--- src/rtl/sram_arb_bridge.sv ---
// Bridges sram-style fetch and data CPU ports onto one ready/valid memory port,
// serialising up to two accesses per CPU step and stalling the CPU until they finish.
module sram_arb_bridge #(
    parameter int unsigned ADDR_W     = 32,
    parameter int unsigned DATA_W     = 32,
    parameter bit          DATA_FIRST = 1'b1
) (
    input  logic                clk,
    input  logic                rst,
    input  logic                flush,
    input  logic                inst_req,
    input  logic [ADDR_W-1:0]   inst_addr,
    output logic [DATA_W-1:0]   inst_rdata,
    input  logic                data_ren,
    input  logic [DATA_W/8-1:0] data_wen,
    input  logic [ADDR_W-1:0]   data_addr,
    input  logic [DATA_W-1:0]   data_wdata,
    output logic [DATA_W-1:0]   data_rdata,
    output logic                cpu_stall,
    output logic                mem_req,
    output logic [DATA_W/8-1:0] mem_we,
    output logic [ADDR_W-1:0]   mem_addr,
    output logic [DATA_W-1:0]   mem_wdata,
    input  logic                mem_ready,
    input  logic                mem_valid,
    input  logic [DATA_W-1:0]   mem_rdata
);

    localparam int unsigned STRB_W = DATA_W / 8;

    typedef enum logic [2:0] {
        StIdle, StReqA, StWaitA, StReqB, StWaitB, StDone, StDrain
    } state_e;

    typedef struct packed {
        logic              is_data;
        logic [STRB_W-1:0] we;
        logic [ADDR_W-1:0] addr;
        logic [DATA_W-1:0] wdata;
    } slot_t;

    state_e state_q, state_d;
    slot_t  slot_a_q, slot_a_d, slot_b_q, slot_b_d;
    logic   b_valid_q, b_valid_d;
    slot_t  d_slot, i_slot, cur;
    logic   dpend, cap_inst, cap_data;

    assign dpend = data_ren | (|data_wen);

    // Reads carry zero strobes and zero write data; a write wins over a read.
    always_comb begin
        d_slot         = '0;
        d_slot.is_data = 1'b1;
        d_slot.we      = data_wen;
        d_slot.addr    = data_addr;
        d_slot.wdata   = (|data_wen) ? data_wdata : '0;
        i_slot         = '0;
        i_slot.addr    = inst_addr;
    end

    assign cur = (state_q == StReqB || state_q == StWaitB) ? slot_b_q : slot_a_q;

    always_comb begin
        state_d   = state_q;
        slot_a_d  = slot_a_q;
        slot_b_d  = slot_b_q;
        b_valid_d = b_valid_q;
        cap_inst  = 1'b0;
        cap_data  = 1'b0;
        cpu_stall = 1'b1;
        mem_req   = 1'b0;
        mem_we    = '0;
        mem_addr  = '0;
        mem_wdata = '0;
        case (state_q)
            StIdle: begin
                cpu_stall = inst_req | dpend;
                if (inst_req && dpend) begin
                    slot_a_d  = DATA_FIRST ? d_slot : i_slot;
                    slot_b_d  = DATA_FIRST ? i_slot : d_slot;
                    b_valid_d = 1'b1;
                    state_d   = StReqA;
                end else if (inst_req || dpend) begin
                    slot_a_d  = inst_req ? i_slot : d_slot;
                    b_valid_d = 1'b0;
                    state_d   = StReqA;
                end
            end
            StReqA, StReqB: begin
                mem_req   = 1'b1;
                mem_we    = cur.we;
                mem_addr  = cur.addr;
                mem_wdata = cur.wdata;
                if (flush) begin
                    // An accepted request still owes a response that must be drained.
                    state_d = mem_ready ? StDrain : StDone;
                end else if (mem_ready) begin
                    state_d = (state_q == StReqA) ? StWaitA : StWaitB;
                end
            end
            StWaitA, StWaitB: begin
                if (mem_valid) begin
                    if (!flush && cur.we == '0) begin
                        cap_data = cur.is_data;
                        cap_inst = ~cur.is_data;
                    end
                    state_d = (state_q == StWaitA && b_valid_q && !flush) ? StReqB : StDone;
                end else if (flush) begin
                    state_d = StDrain;
                end
            end
            StDrain: begin
                if (mem_valid) state_d = StDone;
            end
            StDone: begin
                cpu_stall = 1'b0;
                state_d   = StIdle;
            end
            default: state_d = StIdle;
        endcase
    end

    always_ff @(posedge clk) begin
        if (!rst) begin
            state_q    <= StIdle;
            slot_a_q   <= '0;
            slot_b_q   <= '0;
            b_valid_q  <= 1'b0;
            inst_rdata <= '0;
            data_rdata <= '0;
        end else begin
            state_q   <= state_d;
            slot_a_q  <= slot_a_d;
            slot_b_q  <= slot_b_d;
            b_valid_q <= b_valid_d;
            if (cap_inst) inst_rdata <= mem_rdata;
            if (cap_data) data_rdata <= mem_rdata;
        end
    end

endmodule

--- config.mk ---
export PLATFORM = sky130hd
export DESIGN_NAME = sram_arb_bridge
export DESIGN_NICKNAME = d
export VERILOG_FILES = /design/src/rtl/sram_arb_bridge.sv
export SDC_FILE = /design/constraint.sdc
export NUM_CORES = 1
export LEC_CHECK = 0
export BUFFER_PORTS_ARGS = -buffer_cell sky130_fd_sc_hd__clkbuf_2
export CORE_MARGIN = 2
export CORE_UTILIZATION = 41
export DETAILED_ROUTE_END_ITERATION = 12
export GPL_TIMING_DRIVEN = 0
export PLACE_DENSITY = 0.68
export SYNTH_ARGS = -nofsm -noshare
export SYNTH_HDL_FRONTEND = slang
export SYNTH_SLANG_ARGS = --single-unit
export TNS_END_PERCENT = 100
--- constraint.sdc ---
create_clock -name clk -period 2.5 [get_ports clk]
set_input_delay 0.625 -clock clk [delete_from_list [all_inputs] [get_ports clk]]
set_output_delay 0.625 -clock clk [all_outputs]
set_load 0.1 [all_outputs]
==> results.toml <==
[floorplan]
die_width_um = 138
i_o_pin_total = 273
fp.coreArea_um2 = 17800
floorplan.initialDensity_pct = 41.4
die-area_um2 = 19100
die_h_um = 138
number_of_cell_rows = 49

[power]
share_comb_of_total_power_pct = 40.7
power.share.switching_pct = 41.0
powerDensity_nw_per_um2 = 944
vdd_drop_max_mv = 0.517
cellInternalPower_uw = 6100
clock_power_share_pct = 26.7
cellLeakagePower_uw = 0.00465
pwr-share-seq_pct = 32.6
total_switching_power_uw = 4240

[synthesis]
async_reset_ff_share_pct = 0
synthesis.area_per_instance_um2 = 8.24
edff_count_synth = 0
yosys.area.top_type = "dfxtp_1"
synth.distinct_cells = 34
synth-warning-count = 0
synth_top_area_share_pct = 45.9
syn_area_um2 = 7370
yosys-top-cells-area = "dfxtp_1 (46%), nand2_1 (10%), mux2i_1 (8.7%)"
synth.ff_latch_count = 169
ys.flop_type = "dfxtp_1"
part_of_the_yosys_area_used_for_sequential_elements_pct = 45.9
syn-num-nets = 1033
netlist_instances = 894

[cells_and_area]
finalNetCount = 1322
layout_commonest_cell = "clkbuf_2"
number_of_fill_cells_in_the_layout = 1561
antennaDiodeCount = 0
area_delta_synth_final_pct = 48.8
commonest_cells_after_routing_fill_and_taps_aside = "clkbuf_2 (204), nand2_1 (197), dfxtp_1 (166)"
fraction_of_layout_instances_using_a_drive_strength_above_1_pct = 36.6

[sta]
final_setup_vio_count = 1
timing.setup.tns_ps = -39.7
timing_hold_violations_final = 0
final_max_slew_viol_count = 0
finalWorstSetupSlack_ps = -39.7
slew_headroom_pct = 47.6
period_needed_ps = 2540
worst_clock_skew_ps = 7.77
rsz0062_at_grt = "yes"
share_of_the_clock_period_used_by_the_worst_path_pct = 102
worst_slew_pin_slew_ps = 781
fmaxAchievable_mhz = 394

[grt]
via_count_of_the_first_global_routing_pass = 7201
grt_overflow = 0
grt_antenna_before_repair = 0
wire_length_of_the_first_global_routing_pass_mm = 36.6
pin_count_of_the_biggest_net_entering_global_routing = 17
track_usage_pct = 23.4

[clocking]
cts_hold_buf = 0
ctsLongestPathBuffers = 2
numCtsBuffers = 17
cts_tree = "done"
cts-htree-levels = 4
clock_latency_ps = 420
clockRootBuffer = "clkbuf_16"
cts.reportedPaths.clkPinSlew_ps = 70
clkSinkCount = 169

[place]
numPortBuffers = 270
final_weighted_congestion_of_routability_driven_global_placement = 0.851
place_worst_setup_slack_ps = -722
dpl.hpwl_mm = 16.1

[worst_setup_path]
timing.rr.start = "state_q[1]"
path_cells = "clkbuf_2, or4_4, nor3_4, nand2_1, a21o_2, clkbuf_16"
startpoint = "data_wen[3]"
arrival_ps = 1910
crit_path_max_fanout = 2
required_ps = 1880
critPathLaunchType = "primary input"
reg2reg_depth = 6
critical_path_class = "primary input to output port"
worst_setup_path_end_kind = "output port"
crit_path_max_delay_cell_type = "or4_4"
slowest_delay_ps = 580

[hold_path]
min-delay-start = "data_wdata[26]"
hold_path_stages = 3
worst_hold_path_type = "primary input to register"

[detailed_routing]
total_length_of_routed_wires_mm = 22.9
wl_per_cell_um = 16.0
detail-route-antenna-nets = 0
post-route-drc-count = 0
via_count = 7222
drt_iter0_markers = 333
drt_pre_antenna_iters = 5
viasPerCell = 5.07

[run]
maxCapViolations = 0

[status]
failed_checks = "setup timing"
run_status = "finished with violations"
==> synthesized netlist by cell type, drive strengths merged (2+ instances only) <==
library cell and n:
and2 36, nand3 66, a22oi 4, nand2 197, a21oi 38, nand2b 3
a21boi 98, nor3 6, buf 27, nor2 39, inv 4, clkbuf 53
o22ai 2, nor2b 10, o21ai 67, or4 2, mux2i 64, dfxtp 169
==> final timing paths <==
check,slack [ps],end
min,440,slot_a_q[26]
max reg2reg,300,slot_b_q[37]
max,-40,cpu_stall
min reg2reg,450,slot_a_q[24]
==> stage by stage <==
step / std cells / instance area, um2 / total power (uW) / util, % / hold slack, ps
final: 1425 / 11000 / 10300 / 61.6 / 439
after global placement: 1393 / 9270 / 6880 / 52.2 / 434
after CTS: 1425 / 10800 / 10200 / 60.6 / 421
after floorplan: 894 / 7640 / 6160 / - / 426
after global routing: 1425 / 11000 / 10800 / 61.6 / 435
after detailed placement: 1393 / 9270 / 6910 / 52.2 / 439
==> critical path, delay by kind of cell <==
kind	cells	cell delay [ps]
AOI/OAI and AO/OA	1	210
and+or+nand+nor	3	790
buffers and inverters	2	290
==> power by group through the flow <==
stage | logic [uW] | clock network (uW) | registers (uW)
2_1_floorplan | 2710 | 0 | 3440
3_3_place_gp | 3570 | 0 | 3320
3_5_place_dp | 3590 | 0 | 3330
4_1_cts | 4060 | 2810 | 3330
5_1_grt | 4460 | 2930 | 3420
6_report | 4210 | 2760 | 3370
==> cell families after synthesis <==
group                      count (synthesis)  synth area share [%]
DFF                                      169                  45.9
AOI/OAI and AO/OA                        213                  18.2
and+or+nand+nor                          363                  21.8
buffers and inverters                     84                  5.23
muxes                                     64                  8.70
adders and majority gates                  1                 0.136
==> metal layers <==
layer	global-route usage, %	share of wire [%]	wire (um)	vias up
met2	39.8	48	11000	230
li1	-	-	-	3597
met3	4.64	5.9	1360	38
met4	9.40	2.3	537	0
met5	0	0	0	-
met1	29.2	44	9970	3357
==> area by class of cell <==
class	instances	area [um2]	area share (%)
Clock buffer	19	453	4.13
Tap cell	229	287	2.61
Sequential cell	169	3390	30.9
Timing Repair Buffer	272	2080	19.0
Multi-Input combinational cell	643	4120	37.6
Inverter	4	15.0	0.137
Buffer	76	457	4.17
Clock inverter	13	165	1.51
==> repair_timing <==
| item | in CTS | in global routing |
|---|---|---|
| gates cloned | 2 | 0 |
| endpoints found under the hold margin | 0 | 0 |
| pin swaps | 3 | 3 |
| buffers inserted | 2 | 0 |
| setup endpoints to repair | 70 | 75 |
| gates resized for setup | 195 | 48 |
==> sequential cells by signal (all words and copies together), names as in the netlist <==
register and cells:
b_valid_q 1, data_rdata 32, inst_rdata 32, slot_a_q 69, slot_b_q 32, state_q 3
No activity file was read; power rests on OpenSTA's default activity.
